**src/rtl/z80_intc_vec_if.sv**
```systemverilog
// Bus bundle for z80_intc_vec: Z80 pins, peripheral request strobes,
// register write strobes and readbacks. The controller takes the slave
// modport; the CPU/bench side takes the master modport.
interface z80_intc_vec_if #(
  parameter int NCH = 8
);

  // Z80 side
  logic           m1_n;
  logic           iorq_n;
  logic           int_n;
  logic [7:0]     int_vector;
  logic           int_ack;

  // Peripheral request strobes
  logic [NCH-1:0] int_stbs;

  // Register access
  logic [NCH-1:0] wr_mask;
  logic           wr_val;
  logic           ena_wr;
  logic           req_wr;
  logic           eoi_wr;
  logic [NCH-1:0] ena_rd;
  logic [NCH-1:0] req_rd;
  logic [NCH-1:0] isr_rd;

  modport master (
    output m1_n, iorq_n, int_stbs, wr_mask, wr_val, ena_wr, req_wr, eoi_wr,
    input  ena_rd, req_rd, isr_rd, int_n, int_vector, int_ack
  );

  modport slave (
    input  m1_n, iorq_n, int_stbs, wr_mask, wr_val, ena_wr, req_wr, eoi_wr,
    output ena_rd, req_rd, isr_rd, int_n, int_vector, int_ack
  );

endinterface

```
**src/rtl/z80_intc_vec.sv**
```systemverilog
// z80_intc_vec: vectored interrupt controller for the Z80 (IM2).
// Collects one-clk request strobes, gates them with per-channel enables,
// drives int_n and supplies the vector of the highest-priority pending
// channel (channel 0 highest) on the interrupt-acknowledge cycle.
//
// Optional feature: define Z80_INTC_NESTING_EN to add the in-service
// register (nested priority with explicit end-of-interrupt). Without it
// isr reads 0, every channel is above, and eoi_wr is ignored.
module z80_intc_vec #(
  parameter int             NCH      = 8,
  parameter logic [7:0]     VEC_BASE = 8'h00,
  parameter logic [NCH-1:0] ENA_RST  = '1
) (
  input  logic          clk,
  input  logic          rst,
  z80_intc_vec_if.slave bus
);

  localparam int CW = $clog2(NCH);

  // Vector returned when the acknowledge finds nothing eligible.
  localparam logic [7:0] VEC_SPUR = VEC_BASE | 8'({{CW{1'b1}}, 1'b0});

  // Pin synchronisers and edge flops
  logic m1_s1, m1_s2, m1_d;
  logic ia_s1, ia_s2, ia_d;
  logic m1_beg;
  logic iack_end;

  // Controller state
  logic [NCH-1:0] ena_q;
  logic [NCH-1:0] req_q;
  logic [NCH-1:0] isr_q;
  logic [CW-1:0]  pidx_q;
  logic           pval_q;
  logic           int_n_q;
  logic           int_ack_q;

  // Combinational next-state terms
  logic [NCH-1:0] above;
  logic [NCH-1:0] elig;
  logic [CW-1:0]  pidx_c;
  logic           pval_c;
  logic [NCH-1:0] ack_set;
  logic [NCH-1:0] req_nxt;
  logic [NCH-1:0] ena_nxt;

  // Two-flop synchronisers plus an edge flop for M1 and for IORQ|M1.
  // NOTE: sequential state uses <= so every flop samples pre-edge values.
  always_ff @(posedge clk) begin
    if (rst) begin
      {m1_s1, m1_s2, m1_d} <= 3'b111;
      {ia_s1, ia_s2, ia_d} <= 3'b111;
    end else begin
      m1_s1 <= bus.m1_n;
      m1_s2 <= m1_s1;
      m1_d  <= m1_s2;
      ia_s1 <= bus.iorq_n | bus.m1_n;
      ia_s2 <= ia_s1;
      ia_d  <= ia_s2;
    end
  end

  // M1 start is the falling edge of M1; the acknowledge ends when IORQ|M1 rises.
  assign m1_beg   = m1_d & ~m1_s2;
  assign iack_end = ~ia_d & ia_s2;

`ifdef Z80_INTC_NESTING_EN
  logic [NCH-1:0] isr_low;
  logic [NCH-1:0] isr_nxt;

  // Lowest in-service bit, the priority mask it implies, and the isr update.
  always_comb begin
    isr_low = isr_q & (~isr_q + NCH'(1));
    above   = (isr_q == '0) ? '1 : (isr_low - NCH'(1));
    isr_nxt = (isr_q | ack_set) & ~(bus.eoi_wr ? isr_low : '0);
  end

  // In-service register: the ack sets its channel, EOI retires the lowest.
  always_ff @(posedge clk) begin
    if (rst) begin
      isr_q <= '0;
    end else begin
      isr_q <= isr_nxt;
    end
  end
`else
  logic unused_eoi;

  assign isr_q      = '0;
  assign above      = '1;
  assign unused_eoi = bus.eoi_wr;
`endif

  // Eligible set, priority encode, acknowledge decode and register updates.
  // NOTE: every always_comb output gets a default first, so no latch is inferred.
  always_comb begin
    elig   = req_q & ena_q & above;
    pval_c = |elig;

    // Scan from the top so the lowest set index wins.
    pidx_c = '0;
    for (int i = NCH - 1; i >= 0; i--) begin
      if (elig[i]) pidx_c = CW'(i);
    end

    ack_set = '0;
    if (iack_end && pval_q) ack_set[pidx_q] = 1'b1;

    // Per bit: strobe beats ack, ack beats a software write.
    for (int i = 0; i < NCH; i++) begin
      if (bus.int_stbs[i])                 req_nxt[i] = 1'b1;
      else if (ack_set[i])                 req_nxt[i] = 1'b0;
      else if (bus.req_wr && bus.wr_mask[i]) req_nxt[i] = bus.wr_val;
      else                                 req_nxt[i] = req_q[i];

      ena_nxt[i] = (bus.ena_wr && bus.wr_mask[i]) ? bus.wr_val : ena_q[i];
    end
  end

  // Request/enable registers, acknowledge latch and registered Z80 outputs.
  always_ff @(posedge clk) begin
    if (rst) begin
      ena_q     <= ENA_RST;
      req_q     <= '0;
      pidx_q    <= '0;
      pval_q    <= 1'b0;
      int_n_q   <= 1'b1;
      int_ack_q <= 1'b0;
    end else begin
      ena_q     <= ena_nxt;
      req_q     <= req_nxt;
      int_n_q   <= ~pval_c;
      int_ack_q <= iack_end & pval_q;
      // The latch holds through the whole M1 cycle so the vector is stable
      // while the Z80 samples the data bus.
      if (m1_beg) begin
        pidx_q <= pidx_c;
        pval_q <= pval_c;
      end
    end
  end

  assign bus.int_n      = int_n_q;
  assign bus.int_ack    = int_ack_q;
  assign bus.int_vector = pval_q ? (VEC_BASE | 8'({pidx_q, 1'b0})) : VEC_SPUR;
  assign bus.ena_rd     = ena_q;
  assign bus.req_rd     = req_q;
  assign bus.isr_rd     = isr_q;

endmodule

```
**src/flat_wrapper.sv**
```systemverilog
// flat-port wrapper written by rule: the top's interface ports become plain ports
module z80_intc_vec_flat 
#(
  parameter int             NCH      = 8,
  parameter logic [7:0]     VEC_BASE = 8'h00,
  parameter logic [NCH-1:0] ENA_RST  = '1
)
  (clk, rst, bus_m1_n, bus_iorq_n, bus_int_stbs, bus_wr_mask, bus_wr_val, bus_ena_wr, bus_req_wr, bus_eoi_wr, bus_ena_rd, bus_req_rd, bus_isr_rd, bus_int_n, bus_int_vector, bus_int_ack);
  z80_intc_vec_if #(.NCH(NCH)) bus_i ();
  input  logic clk;
  input  logic rst;
  input wire logic [$bits(bus_i.m1_n)-1:0] bus_m1_n;
  input wire logic [$bits(bus_i.iorq_n)-1:0] bus_iorq_n;
  input wire logic [$bits(bus_i.int_stbs)-1:0] bus_int_stbs;
  input wire logic [$bits(bus_i.wr_mask)-1:0] bus_wr_mask;
  input wire logic [$bits(bus_i.wr_val)-1:0] bus_wr_val;
  input wire logic [$bits(bus_i.ena_wr)-1:0] bus_ena_wr;
  input wire logic [$bits(bus_i.req_wr)-1:0] bus_req_wr;
  input wire logic [$bits(bus_i.eoi_wr)-1:0] bus_eoi_wr;
  output wire logic [$bits(bus_i.ena_rd)-1:0] bus_ena_rd;
  output wire logic [$bits(bus_i.req_rd)-1:0] bus_req_rd;
  output wire logic [$bits(bus_i.isr_rd)-1:0] bus_isr_rd;
  output wire logic [$bits(bus_i.int_n)-1:0] bus_int_n;
  output wire logic [$bits(bus_i.int_vector)-1:0] bus_int_vector;
  output wire logic [$bits(bus_i.int_ack)-1:0] bus_int_ack;
  assign bus_i.m1_n = bus_m1_n;
  assign bus_i.iorq_n = bus_iorq_n;
  assign bus_i.int_stbs = bus_int_stbs;
  assign bus_i.wr_mask = bus_wr_mask;
  assign bus_i.wr_val = bus_wr_val;
  assign bus_i.ena_wr = bus_ena_wr;
  assign bus_i.req_wr = bus_req_wr;
  assign bus_i.eoi_wr = bus_eoi_wr;
  assign bus_ena_rd = bus_i.ena_rd;
  assign bus_req_rd = bus_i.req_rd;
  assign bus_isr_rd = bus_i.isr_rd;
  assign bus_int_n = bus_i.int_n;
  assign bus_int_vector = bus_i.int_vector;
  assign bus_int_ack = bus_i.int_ack;
  z80_intc_vec #(.NCH(NCH), .VEC_BASE(VEC_BASE), .ENA_RST(ENA_RST)) u_core (.clk(clk), .rst(rst), .bus(bus_i));
endmodule
```
**config.mk**
```make
export PLATFORM = sky130hd
export DESIGN_NAME = z80_intc_vec_flat
export DESIGN_NICKNAME = d
export VERILOG_FILES = /design/src/rtl/z80_intc_vec_if.sv /design/src/rtl/z80_intc_vec.sv /design/src/flat_wrapper.sv
export SDC_FILE = /design/constraint.sdc
export NUM_CORES = 1
export LEC_CHECK = 0
export CORE_MARGIN = 2
export CORE_UTILIZATION = 35
export CTS_CLUSTER_SIZE = 8
export DETAILED_ROUTE_END_ITERATION = 6
export GPL_ROUTABILITY_DRIVEN = 0
export PLACE_DENSITY = 0.67
export SYNTH_ARGS = -nofsm -noshare
export SYNTH_HDL_FRONTEND = slang
export SYNTH_SLANG_ARGS = --single-unit
```
**constraint.sdc**
```tcl
create_clock -name clk -period 3.3 [get_ports clk]
set_clock_uncertainty 0.1 [all_clocks]
set_input_delay 0.66 -clock clk [delete_from_list [all_inputs] [get_ports clk]]
set_output_delay 0.66 -clock clk [all_outputs]
set_load 0.005 [all_outputs]
```
==> results.yml <==
run_status:
  status: "finished clean"
pwr:
  clkPwrFrac_pct: 34.4
  p_seq_share_pct: 48.1
  p_leak_uw: 0.0006642
  internal_power_uw: 602.4
  combPwrFrac_pct: 17.5
  switching_share_pct: 23.53
  total_power_uw: 787.7
  switchingPower_uw: 185.4
  ir_drop_v: 0.0001422
  power_density_nw_per_um2: 433.3
cts:
  cts_tree: "built"
  cts_made_buffers: 3
  path_clk_slew_ns: 0.09
  clockRootBuffer: "clkbuf_8"
  hold_buffers: 0
  post_cts.repair.setup_buffers: 0
  clockBufferDepth: 2
  clkLatencyLatePin_ns: 0.27
  clock-sinks: 28
  cts-htree-levels: 1
  cts_resized: 0
worst_setup_path:
  crit_family: "flip-flops"
  cp-end-kind: "output pin"
  cp_max_fo: 9
  crit_buf_inv: 1
  r2r-end: "u_core.bus.req_rd[4]"
  slowest_delay_ns: 0.54
  worst-setup-path-type: "flop to output pin"
  r2r_slack_ns: 1.89
  cp_num_cells: 2
  cp-startpoint: "u_core.pidx_q[1]"
  endpoint: "bus_int_vector[2]"
  r2r_cells: 4
  r2r_start: "u_core.pval_q"
  required_ns: 2.54
  critPathArrivalTime_ns: 1.47
  slowest_stage: "dfxtp_1"
  start_kind: "flop"
  crit_chain: "nand2b_1 -> clkdlybuf4s50_1"
cells_and_area:
  drive_above_1_share_pct: 2.762
  antenna_cells: 0
  layout.cells.non_filler: 229
  nets: 206
  final_core_util_pct: 49.66
  area_growth_pct: 35.92
global_route:
  overflow: 0
  grt_usage_pct: 17.14
  grt_max_degree: 24
  antenna_found_initial: 0
  grt_pass1_vias: 1169
  grt_pass1_wl_um: 5699
floorplanning:
  die_w_um: 65.82
  die_h_um: 65.82
  start_util_pct: 36.53
  die_area_sq_um: 4332
  io-pin-count: 58
  rows: 22
  coreArea_sq_um: 3661
timing:
  drv_slew: 0
  setup_viol: 0
  fin_setup_tns_ns: 0
  finalHoldViolations: 0
  finalCritPeriodShare_pct: 67.45
  worst_pin_slew_ns: 0.8041
  period_needed_ns: 2.226
  relSlewSlack_pct: 46.23
  rsz0062_at_grt: "no"
  fmax_mhz: 449.3
drt:
  drt_wl_total_um: 3468
  drtAntennaViolNets: 0
  via_count: 1253
  dr.pass1.iters: 4
  avgRoutedWirePerCell_um: 15.14
  drt-initial-drc-count: 70
  drc: 0
  vias_per_cell: 5.472
synthesis:
  yosysWarnings: 0
  ys_seq_elements: 28
  ys_seq_area_share_pct: 41.91
  synth.distinct_cells: 33
  avgSynthCellArea_sq_um: 9.419
  netlist_area_sq_um: 1338
  syn_inst: 142
place:
  dp_hpwl_um: 2546
  port_buffers: 43
  dp_cells: 225
run:
  cap_violations: 0
worst_hold_path:
  hp-class: "flop to flop"
flip-flops by register name, summed over array words and instances, names as in the netlist:
register	flops
u_core.bus.ena_rd	8
u_core.bus.int_ack	1
u_core.bus.int_n	1
u_core.bus.req_rd	8
u_core.ia_d	1
u_core.ia_s1	1
u_core.ia_s2	1
u_core.m1_d	1
u_core.m1_s1	1
u_core.m1_s2	1
u_core.pidx_q	3
u_core.pval_q	1
worst min-delay path by stage:
stage,startpoint,end,cells after the start
floorplan,u_core.ia_s1,u_core.ia_s2,1
detailed placement,u_core.m1_s1,u_core.m1_s2,1
CTS,u_core.m1_s1,u_core.m1_s2,1
global placement,u_core.m1_s1,u_core.m1_s2,1
global route,u_core.m1_s1,u_core.m1_s2,1
finish,u_core.m1_s1,u_core.m1_s2,1
metal layers:
layer,share of wire [%],global-route usage [%]
met5,0,0
met2,46,27.27
met1,43,22.82
met4,1.1,6.771
met3,9.7,3.237
cells in the mapped netlist (all sizes together):
master	number	area [sq um]
a311oi	8	70.07
and4bb	2	25.02
dfxtp	28	560.5
or3	1	6.260
a22oi	4	30.03
nand4b	1	8.760
a22o	2	17.52
nand2	7	26.28
buf	19	126.4
nor2b	1	6.260
clkbuf	2	7.510
or2	5	31.28
o21ai	1	5.000
a21boi	16	120.1
nor3	9	45.04
nand2b	5	31.28
a41oi	1	8.760
nor2	6	22.52
nand4	2	12.51
conb	1	3.750
a41o	1	10.01
nand3	1	5.000
and2	1	6.260
a32o	1	10.01
nor4b	2	17.52
nor4	1	6.260
nand3b	1	7.510
a211oi	2	15.01
a311o	8	80.08
a21oi	3	15.01
worst register-to-register path: stages (launching register included):
cell and delay, ns:
dfxtp_1 0.43, nand3b_1 0.13, nor2_1 0.32, and4bb_1 0.25
nor3_1 0.05
cell usage in the layout, fill, tap and decap left out:
| cell type | count |
|---|---|
| nor3_1 | 9 |
| a22oi_1 | 4 |
| or3_1 | 1 |
| clkbuf_8 | 3 |
| nor2b_1 | 1 |
| nand2b_1 | 5 |
| nand2_1 | 7 |
| nand4b_1 | 1 |
| a21boi_0 | 12 |
| o21ai_1 | 1 |
| a211oi_1 | 2 |
| bufinv_16 | 1 |
| and4bb_1 | 2 |
| clkdlybuf4s50_1 | 43 |
| buf_4 | 1 |
| nand3b_1 | 1 |
| a311o_1 | 8 |
| dfxtp_1 | 28 |
| a32o_1 | 1 |
| nand4_1 | 2 |
| a311oi_1 | 8 |
| or2_1 | 5 |
| a21oi_1 | 3 |
| a22o_1 | 2 |
| a21boi_1 | 4 |
| and2_1 | 1 |
| a41oi_1 | 1 |
| nor4b_1 | 2 |
| a41o_1 | 1 |
| conb_1 | 13 |
| nor4_1 | 1 |
| nand3_1 | 1 |
| nor2_1 | 6 |
cells by family after synthesis:
kind of cell | after synthesis | synth area share, %
buf+inv | 21 | 10.01
other cells | 1 | 0.2804
simple gates | 45 | 19.27
flops | 28 | 41.91
compound gates | 47 | 28.53
power by group through the flow:
stage,clock network [uW],logic [uW],registers (uW)
detailed placement,0,138,386
global placement,0,135,386
floorplan,0,72.8,381
CTS,276,138,379
finish,271,138,379
global route,286,152,382
stage by stage:
| stage | setup slack, ns | instance area [sq um] | hold WS, ns |
|---|---|---|---|
| 6_report | 1.074 | 1818 | 0.3133 |
| 5_1_grt | 1.023 | 1818 | 0.3240 |
| 4_1_cts | 1.069 | 1818 | 0.3179 |
| 3_5_place_dp | 0.9808 | 1747 | 0.2940 |
| 3_3_place_gp | 1.013 | 1747 | 0.2884 |
| 2_1_floorplan | 1.856 | 1383 | 0.2832 |
cell type report:
type / instances / area (sq um)
clock inverter: 1 / 30.03
fill: 351 / 1843
tap: 48 / 60.06
multi-input combinational: 105 / 688.2
sequential: 28 / 560.5
clock buffer: 3 / 41.29
timing repair buffer: 44 / 437.9
(Power assumes the default switching activity.)
